[src/rtl/servo_pwm_generator.sv]
// Two-channel servo PWM stage: maps 8-bit X/Y duty words onto fixed-period
// pulse trains, with duty updates double-buffered to frame boundaries.
module servo_pwm_generator #(
    parameter int unsigned CLK_DIV      = 50,
    parameter int unsigned PERIOD_TICKS = 20000,
    parameter int unsigned MIN_PULSE    = 1000,
    parameter int unsigned STEP         = 4
) (
    input  logic       iClock,
    input  logic       iReset,
    input  logic       iEnable,
    input  logic       iDutyValid,
    input  logic [7:0] iXduty,
    input  logic [7:0] iYduty,
    output logic       oXpwm,
    output logic       oYpwm,
    output logic       oFrameStart,
    output logic       oPending
);

    localparam int unsigned DUTY_W = 8;
    localparam int unsigned CNT_W  = 16;
    localparam int unsigned PRE_W  = (CLK_DIV > 1) ? $clog2(CLK_DIV) : 1;

    localparam logic [PRE_W-1:0] PRE_LAST  = PRE_W'(CLK_DIV - 1);
    localparam logic [CNT_W-1:0] CNT_LAST  = CNT_W'(PERIOD_TICKS - 1);
    localparam logic [CNT_W-1:0] MIN_WIDTH = CNT_W'(MIN_PULSE);
    localparam logic [CNT_W-1:0] STEP_W    = CNT_W'(STEP);

    logic [PRE_W-1:0]  r_prescale;
    logic [CNT_W-1:0]  r_frame_cnt;
    logic [DUTY_W-1:0] r_shadow_x;
    logic [DUTY_W-1:0] r_shadow_y;
    logic [DUTY_W-1:0] r_active_x;
    logic [DUTY_W-1:0] r_active_y;
    logic              r_run;

    logic              w_run;
    logic              w_tick;
    logic              w_boundary;
    logic              w_frame_start;
    logic              w_load;
    logic [CNT_W-1:0]  w_width_x;
    logic [CNT_W-1:0]  w_width_y;

    // The first enabled edge acts as a synthetic boundary so every frame,
    // including the first after enable or reset, has the same shape.
    assign w_run         = iEnable & r_run;
    assign w_tick        = w_run & (r_prescale == PRE_LAST);
    assign w_boundary    = w_tick & (r_frame_cnt == CNT_LAST);
    assign w_frame_start = w_boundary | (iEnable & ~r_run);
    assign w_load        = ~w_run | w_boundary;

    // Pulse width in ticks from the active duty words
    assign w_width_x = MIN_WIDTH + CNT_W'(r_active_x) * STEP_W;
    assign w_width_y = MIN_WIDTH + CNT_W'(r_active_y) * STEP_W;

    // Remember whether the previous cycle was enabled
    always_ff @(posedge iClock) begin
        if (iReset) begin
            r_run <= 1'b0;
        end else begin
            r_run <= iEnable;
        end
    end

    // Prescaler producing one tick every CLK_DIV clocks while running
    always_ff @(posedge iClock) begin
        if (iReset) begin
            r_prescale <= '0;
        end else if (!w_run || w_tick) begin
            r_prescale <= '0;
        end else begin
            r_prescale <= r_prescale + PRE_W'(1);
        end
    end

    // Frame counter in ticks, wrapping at the frame boundary
    always_ff @(posedge iClock) begin
        if (iReset) begin
            r_frame_cnt <= '0;
        end else if (!w_run || w_boundary) begin
            r_frame_cnt <= '0;
        end else if (w_tick) begin
            r_frame_cnt <= r_frame_cnt + CNT_W'(1);
        end
    end

    // Shadow duty capture on strobe; last strobe in a frame wins
    always_ff @(posedge iClock) begin
        if (iReset) begin
            r_shadow_x <= '0;
            r_shadow_y <= '0;
        end else if (iDutyValid) begin
            r_shadow_x <= iXduty;
            r_shadow_y <= iYduty;
        end
    end

    // Active duty takes the pre-strobe shadow at boundaries or while idle
    always_ff @(posedge iClock) begin
        if (iReset) begin
            r_active_x <= '0;
            r_active_y <= '0;
        end else if (w_load) begin
            r_active_x <= r_shadow_x;
            r_active_y <= r_shadow_y;
        end
    end

    // Pending flag: a strobe always wins over the clear at a load point
    always_ff @(posedge iClock) begin
        if (iReset) begin
            oPending <= 1'b0;
        end else if (iDutyValid) begin
            oPending <= 1'b1;
        end else if (w_load) begin
            oPending <= 1'b0;
        end
    end

    // Registered pulse and frame-start outputs, one clock behind the counter
    always_ff @(posedge iClock) begin
        if (iReset) begin
            oXpwm       <= 1'b0;
            oYpwm       <= 1'b0;
            oFrameStart <= 1'b0;
        end else begin
            oXpwm       <= w_run & (r_frame_cnt < w_width_x);
            oYpwm       <= w_run & (r_frame_cnt < w_width_y);
            oFrameStart <= w_frame_start;
        end
    end

endmodule

[config.mk]
export PLATFORM = sky130hd
export DESIGN_NAME = servo_pwm_generator
export DESIGN_NICKNAME = d
export VERILOG_FILES = /design/src/rtl/servo_pwm_generator.sv
export SDC_FILE = /design/constraint.sdc
export NUM_CORES = 1
export LEC_CHECK = 0
export BUFFER_PORTS_ARGS = -buffer_cell sky130_fd_sc_hd__buf_2
export CORE_AREA = 2 2 89 91
export CTS_CLUSTER_DIAMETER = 150
export CTS_CLUSTER_SIZE = 40
export DETAILED_ROUTE_END_ITERATION = 7
export DIE_AREA = 0 0 91 93
export PLACE_DENSITY = 0.54
export REMOVE_ABC_BUFFERS = 1
export SETUP_SLACK_MARGIN = 0.3
export SLEW_MARGIN = 20
export SYNTH_ARGS = -nofsm -noshare
export SYNTH_HDL_FRONTEND = slang
export SYNTH_SLANG_ARGS = --single-unit
export TNS_END_PERCENT = 50
[constraint.sdc]
create_clock -name iClock -period 5.2 [get_ports iClock]
set_input_delay 1.04 -clock iClock [delete_from_list [all_inputs] [get_ports iClock]]
set_output_delay 1.04 -clock iClock [all_outputs]
set_load 0.05 [all_outputs]
==> results.sh, run 1 <==
export IMPL_timing_final_max_slew_violations=0
export IMPL_max_clock_path_buffers=2
export IMPL_syn_area_um2=2920
export IMPL_via_count_of_the_first_global_routing_pass=2131
export IMPL_arrival_ns=2.60
export IMPL_nets=382
export IMPL_crit_path_end_kind="register"
export IMPL_placed_cell_area_um2=3130
export IMPL_dominantRegCellSynth="dfxtp_1"
export IMPL_synth_warning_count=0
export IMPL_cp_data_required_time_ns=5.44
export IMPL_cts_tree="built"
export IMPL_clk_pin_slew_worst_setup_hold_paths_ns=0.07
export IMPL_leakage_component_of_the_power_nw=1.37
export IMPL_timing_slew_headroom_pct=63.0
export IMPL_grt_start_max_net_pins=34
export IMPL_post_cts_resized_instances=0
export IMPL_reg2regPathDepth=9
export IMPL_routed_length_per_instance_um=12.9
export IMPL_first_iter_violations=54
export IMPL_cts_buffers=9
export IMPL_synthArstFlopShare_pct=0
export IMPL_max_freq_mhz=424
export IMPL_timing_critical_path_from_type="register"
export IMPL_grt_usage_pct=14.8
export IMPL_cts_htree_levels=3
export IMPL_number_of_enable_type_register_cells_in_the_synthesized_netlist=0
export IMPL_worst_skew_pair_late_latency_ns=0.34
export IMPL_holdCritStartpoint="r_shadow_y[0]$_SDFFE_PP0P_"
export IMPL_status="completed"
export IMPL_grt_overflow_total=0
export IMPL_crit_path_cell_trace="ha_1 -> nor3_1 -> nor3b_1 -> xnor2_1 -> ha_1 -> a211o_1 -> a21oi_1 -> o21ai_1 -> a311oi_1"
export IMPL_routability_driven_placement_congestion_ratio=0.722
export IMPL_critPathMaxFanout=4
export IMPL_timing_worst_slew_pin_value_ns=0.554
export IMPL_drt_pre_antenna_iters=4
export IMPL_cts_setup_buffers=0
export IMPL_final_layout_size_suffix_gt1_share_pct=13.6
export IMPL_total_wirelength_of_the_detailed_routed_design_um=5780
export IMPL_initial_utilization_pct=38.8
export IMPL_floorplan_core_area_um2=7530
export IMPL_post_route_cell_area_um2=3370
export IMPL_reg2reg_setup_slack_ns=2.84
export IMPL_synthesis_instances=316
export IMPL_finalHoldViolCount=0
export IMPL_worst_path_max_delay_cell="dfxtp_1"
export IMPL_report_final_setup_viol=0
export IMPL_synth_avg_cell_area_um2=9.25
export IMPL_drtAntennaViolNets=0
export IMPL_worst_ir_drop_vdd_mv=0.216
export IMPL_dp_final_hpwl_um=4010
export IMPL_synth_ff_latch_count=59
export IMPL_hold_buf_cts=0
export IMPL_insertedDiodeCount=0
export IMPL_die_width_um=91
export IMPL_crit_path_max_incr_delay_ns=0.34
export IMPL_critical_path_most_common_cell="ha_1"
export IMPL_number_of_antenna_violations_at_the_first_check_in_global_routing=0
export IMPL_port_buffers=23
export IMPL_detail_route_drc_violations=0
export IMPL_regToRegEndpoint="oYpwm$_SDFF_PP0_"
export IMPL_layout_filler_cells=809
export IMPL_worstHoldEndpoint="r_active_y[0]$_SDFFE_PP0P_"
export IMPL_pwr_density_cell_nw_per_um2=316
export IMPL_max_cap_viol_count=0
export IMPL_utilization_pct=44.8
export IMPL_timing_setup_critical_path_class="register to register"
export IMPL_clk_root_buffer_cell="clkbuf_8"
export IMPL_flow_area_growth_from_synthesis_pct=15.3
export IMPL_die_area_um2=8460
export IMPL_setup_total_negative_slack_ns=0
export IMPL_worst_r2r_startpoint="r_active_y[1]$_SDFFE_PP0P_"
export IMPL_min_delay_path_depth=2
export IMPL_vias=2232
export IMPL_worst_case_clock_skew_ns=0.0102
export IMPL_post_layout_min_period_ns=2.36
export IMPL_global_route_wire_length_before_repair_um=10100
export IMPL_boundaryPins=24
export IMPL_unrepaired_setup_endpoints_after_global_routing="false"
export IMPL_synth_cell_type_count=44
export IMPL_hold_path_class="register to register"
export IMPL_timing_final_crit_share_pct=45.3
export IMPL_core_rowCount=32
export IMPL_seq_area_frac_synth_pct=40.4
export IMPL_via_per_inst=4.98
export IMPL_tritoncts_num_sinks=59
export IMPL_die_height_um=93
[metrics by stage]
stage               power, mW  worst slack [ns]  std cells  hold WS (ns)
floorplan               0.538              2.81        305         0.433
global placement        0.563              2.65        432         0.442
detailed placement      0.565              2.61        432         0.450
CTS                      1.08              2.83        448         0.452
global route             1.11              2.65        448         0.471
finish                   1.07              2.84        448         0.446
[where the power goes]
part	switching, mW	leakage, nW	total (mW)	internal, mW
clock	0.182	0.123	0.512	0.330
combinational	0.0422	0.762	0.0772	0.0350
sequential	0.00982	0.481	0.476	0.466
[cell type report]
cell class                 count  area (µm²)  area share (%)
sequential                    59        1180            35.1
clock inverter                 5         100            2.97
timing repair buffer          25         130            3.86
clock buffer                  11         141            4.20
tap                          102         128            3.79
multi-input combinational    239        1660            49.4
inverter                       7        26.3           0.780
[critical path, delay by kind of cell (launching register included)]
kind,cells,cell delay [ns]
compound gates,4,0.69
xor+xnor,1,0.17
fa+ha+maj,2,0.49
flops,1,0.34
simple gates,2,0.57
[synth_stat cells (2+ instances only)]
master,number,area (µm²)
ha_1,21,263
nor2b_1,2,12.5
nand2b_1,4,25.0
and2_1,2,12.5
inv_1,6,22.5
a21o_1,2,15.0
and4_1,3,26.3
xor2_1,11,96.3
nand4_1,6,37.5
nor3b_1,4,30.0
dfxtp_1,59,1180
nor3_1,2,10.0
clkbuf_1,7,26.3
buf_4,2,15.0
or3_1,6,37.5
a21oi_1,16,80.1
nand3_2,2,20.0
nand3_1,8,40.0
nor4bb_1,2,20.0
and3_1,3,18.8
a211o_1,2,17.5
a211oi_1,2,15.0
nor2_1,31,116
o31ai_1,4,30.0
mux2i_1,32,320
or4_1,5,37.5
a21oi_2,2,17.5
buf_2,2,10.0
nand2_1,40,150
o21ai_0,5,25.0
xnor2_1,10,87.6
[logic make-up after synthesis]
| family | after synthesis | synth area share (%) |
|---|---|---|
| and+or+nand+nor | 125 | 21.9 |
| DFF | 59 | 40.4 |
| AOI/OAI and AO/OA | 40 | 8.74 |
| muxes | 32 | 11.0 |
| xor gates and xnor gates | 21 | 6.30 |
| adders and majority gates | 21 | 8.99 |
| buffers and inverters | 18 | 2.66 |
[state kept, by name, summed over array words and instances (netlist names)]
name / flops
r_active_x: 8
oFrameStart: 1
r_active_y: 8
r_prescale: 6
r_run: 1
r_shadow_y: 8
r_frame_cnt: 16
oYpwm: 1
oPending: 1
r_shadow_x: 8
oXpwm: 1
[cells in the final DEF, fill, tap and decap left out, drive strengths merged, types with 3 or more instances in the layout]
master | synthesis | final
dfxtp | 59 | 59
nand2 | 41 | 41
mux2i | 32 | 32
nor2 | 31 | 31
buf | 4 | 25
ha | 21 | 21
a21oi | 18 | 18
xor2 | 11 | 11
clkbuf | 7 | 11
xnor2 | 10 | 10
nand3 | 10 | 10
inv | 7 | 7
or3 | 6 | 6
nand4 | 6 | 6
o21ai | 6 | 6
or4 | 5 | 5
nor3b | 4 | 4
nand2b | 4 | 4
o31ai | 4 | 4
and4 | 3 | 3
and3 | 3 | 3
bufinv | 0 | 3
[per-layer routing]
layer	GRT usage (%)	wire, µm	vias up
li1	-	-	1167
met1	19.6	2900	1039
met5	0	0	-
met3	4.35	140	6
met4	4.92	68	0
met2	23.2	2670	20
[worst max path at each step]
stage	end	cells past startpoint	slack, ns	start
after floorplan	oPending$_SDFFE_PP0P_	4	2.81	r_prescale[5]$_SDFF_PP0_
after global placement	oXpwm$_SDFF_PP0_	5	2.65	iReset
after detailed placement	oXpwm$_SDFF_PP0_	5	2.61	iReset
after CTS	oYpwm$_SDFF_PP0_	9	2.83	r_active_y[1]$_SDFFE_PP0P_
after global routing	oYpwm$_SDFF_PP0_	9	2.65	r_active_y[1]$_SDFFE_PP0P_
final	oYpwm$_SDFF_PP0_	9	2.84	r_active_y[1]$_SDFFE_PP0P_
No activity file was read; power rests on OpenSTA's default activity.
==> run 2, diff against run 1 <==
==> constraint.sdc (replaced) <==
create_clock -name iClock -period 2.2 [get_ports iClock]
set_input_delay 0.44 -clock iClock [delete_from_list [all_inputs] [get_ports iClock]]
set_output_delay 0.44 -clock iClock [all_outputs]
set_load 0.05 [all_outputs]
==> run 2 against run 1 <==
Net effect: worst hold slack got worse by 0.12 ns; maximum frequency grew 15%; sequential share of layout area shrank 1.0 points; power rose by 120%; wire length grew 3.1%; core utilization is 1.5 points higher; critical endpoint is now oXpwm$_SDFF_PP0_.
==> results.sh, run 2 (synthesis results as in run 1) <==
export IMPL_status="completed"
export IMPL_die_height_um=93
export IMPL_unrepaired_setup_endpoints_after_global_routing="true"
export IMPL_setup_total_negative_slack_ns=0
export IMPL_largest_register="r_frame_cnt"
export IMPL_routability_driven_placement_congestion_ratio=0.754
export IMPL_pwr_density_cell_nw_per_um2=670
export IMPL_worst_skew_pair_late_latency_ns=0.34
export IMPL_die_area_um2=8460
export IMPL_core_rowCount=32
export IMPL_reg2regPathDepth=8
export IMPL_cts_tree="built"
export IMPL_via_per_inst=5.02
export IMPL_grt_start_max_net_pins=34
export IMPL_die_width_um=91
export IMPL_cts_htree_levels=3
export IMPL_boundaryPins=24
export IMPL_routed_length_per_instance_um=12.9
export IMPL_first_iter_violations=78
export IMPL_number_of_antenna_violations_at_the_first_check_in_global_routing=0
export IMPL_crit_path_end_kind="register"
export IMPL_grt_usage_pct=15.5
export IMPL_fin_total_pwr_mw=2.34
export IMPL_timing_slew_headroom_pct=65.8
export IMPL_timing_final_max_slew_violations=0
export IMPL_initial_utilization_pct=38.8
export IMPL_grt_overflow_total=0
export IMPL_post_layout_min_period_ns=2.06
export IMPL_clk_root_buffer_cell="clkbuf_8"
export IMPL_most_common_cell_after_layout_fill_and_taps_aside="dfxtp_1"
export IMPL_insertedDiodeCount=0
export IMPL_timing_final_crit_share_pct=93.5
export IMPL_critical_path_most_common_cell="a21oi_2"
export IMPL_max_clock_path_buffers=2
export IMPL_total_wirelength_of_the_detailed_routed_design_um=5950
export IMPL_drtAntennaViolNets=0
export IMPL_hold_path_class="input pin to register"
export IMPL_reg2reg_setup_slack_ns=0.14
export IMPL_hold_buf_cts=0
export IMPL_drt_pre_antenna_iters=4
export IMPL_timing_critical_path_from_type="register"
export IMPL_report_final_setup_viol=0
export IMPL_arrival_ns=2.33
export IMPL_detail_route_drc_violations=0
export IMPL_utilization_pct=46.3
export IMPL_layout_cells_most_common_list="56 x dfxtp_1, 40 x nand2_1, 32 x mux2i_1"
export IMPL_largest_reg_flops=16
export IMPL_critical_path_top_delay_family="simple AND/OR/NAND/NOR gates"
export IMPL_min_delay_path_depth=3
export IMPL_cts_buffers=9
export IMPL_crit_cells=8
export IMPL_timing_worst_slew_pin_value_ns=0.499
export IMPL_global_route_wire_length_before_repair_um=10500
export IMPL_port_buffers=23
export IMPL_setup_ws_ns=0.144
export IMPL_finalHoldViolCount=0
export IMPL_flow_area_growth_from_synthesis_pct=19.2
export IMPL_worst_case_clock_skew_ns=0.0116
export IMPL_dp_final_hpwl_um=4220
export IMPL_timing_setup_critical_path_class="register to register"
export IMPL_via_count_of_the_first_global_routing_pass=2171
export IMPL_worst_ir_drop_vdd_mv=0.313
export IMPL_worst_path_max_delay_cell="or4_4"
export IMPL_tritoncts_num_sinks=59
export IMPL_vias=2312
export IMPL_max_freq_mhz=486
export IMPL_crit_path_max_incr_delay_ns=0.55
export IMPL_leakage_component_of_the_power_nw=1.42
export IMPL_clk_pin_slew_worst_setup_hold_paths_ns=0.08
export IMPL_nets=395
export IMPL_floorplan_core_area_um2=7530
export IMPL_crit_path_cell_trace="or4_4 -> nor2_4 -> xnor2_1 -> ha_1 -> a21oi_2 -> nor3b_1 -> or3_1 -> a21oi_2"
export IMPL_max_cap_viol_count=0
export IMPL_crit_buf_inv=0
export IMPL_critPathMaxFanout=2
export IMPL_cp_data_required_time_ns=2.48
export IMPL_placement_setup_worst_slack_ns=0.0222
export IMPL_final_layout_size_suffix_gt1_share_pct=20.3
## run 2: final timing paths
check / start / end
max: r_active_x[4]$_SDFFE_PP0P_ / oXpwm$_SDFF_PP0_
min: iXduty[0] / r_shadow_x[0]$_SDFFE_PP0P_
max reg2reg: r_active_x[4]$_SDFFE_PP0P_ / oXpwm$_SDFF_PP0_
min reg2reg: r_shadow_x[4]$_SDFFE_PP0P_ / r_active_x[4]$_SDFFE_PP0P_
## run 2: worst min-delay path, delay by kind of cell
family | cells | cell delay, ns
buffers and inverters | 1 | 0.07
muxes | 1 | 0.05
and+or+nand+nor | 1 | 0.07
## run 2: report_power, final
group | switching [mW] | total [mW] | internal (mW)
Combinational | 0.105 | 0.202 | 0.0965
Sequential | 0.0230 | 1.12 | 1.10
Clock | 0.479 | 1.01 | 0.530
Total | 0.607 | 2.34 | 1.73
## run 2: layout make-up
| class | count | area, µm² |
|---|---|---|
| fillers | 793 | 4040 |
| multi-input cells | 239 | 1720 |
| flip-flops and latches | 59 | 1180 |
| repair buffers | 38 | 228 |
| well taps | 102 | 128 |
| clock buffers | 9 | 124 |
| clock inverters | 7 | 76.3 |
| inverters | 7 | 26.3 |
## run 2: layer usage
layer / global-route usage, % / vias up / share of wire [%]
li1: - / 1196 / -
met1: 20.6 / 1086 / 49
met2: 24.6 / 22 / 47
met3: 3.87 / 8 / 2.6
met4: 5.68 / 0 / 1.6
met5: 0 / - / 0
## run 2: through the flow
step,hold slack [ns],area [µm²],cells
global placement,0.444,3190,440
detailed placement,0.448,3190,440
floorplan,0.433,2870,305
CTS,0.318,3430,457
finish,0.328,3480,461
global route,0.329,3480,461
## run 2: timing repair
item,in CTS,in global routing
gates resized for setup,8,7
endpoints found under the setup margin,2,23
setup buffers,1,4
hold endpoints to repair,0,0
pin swaps,6,0
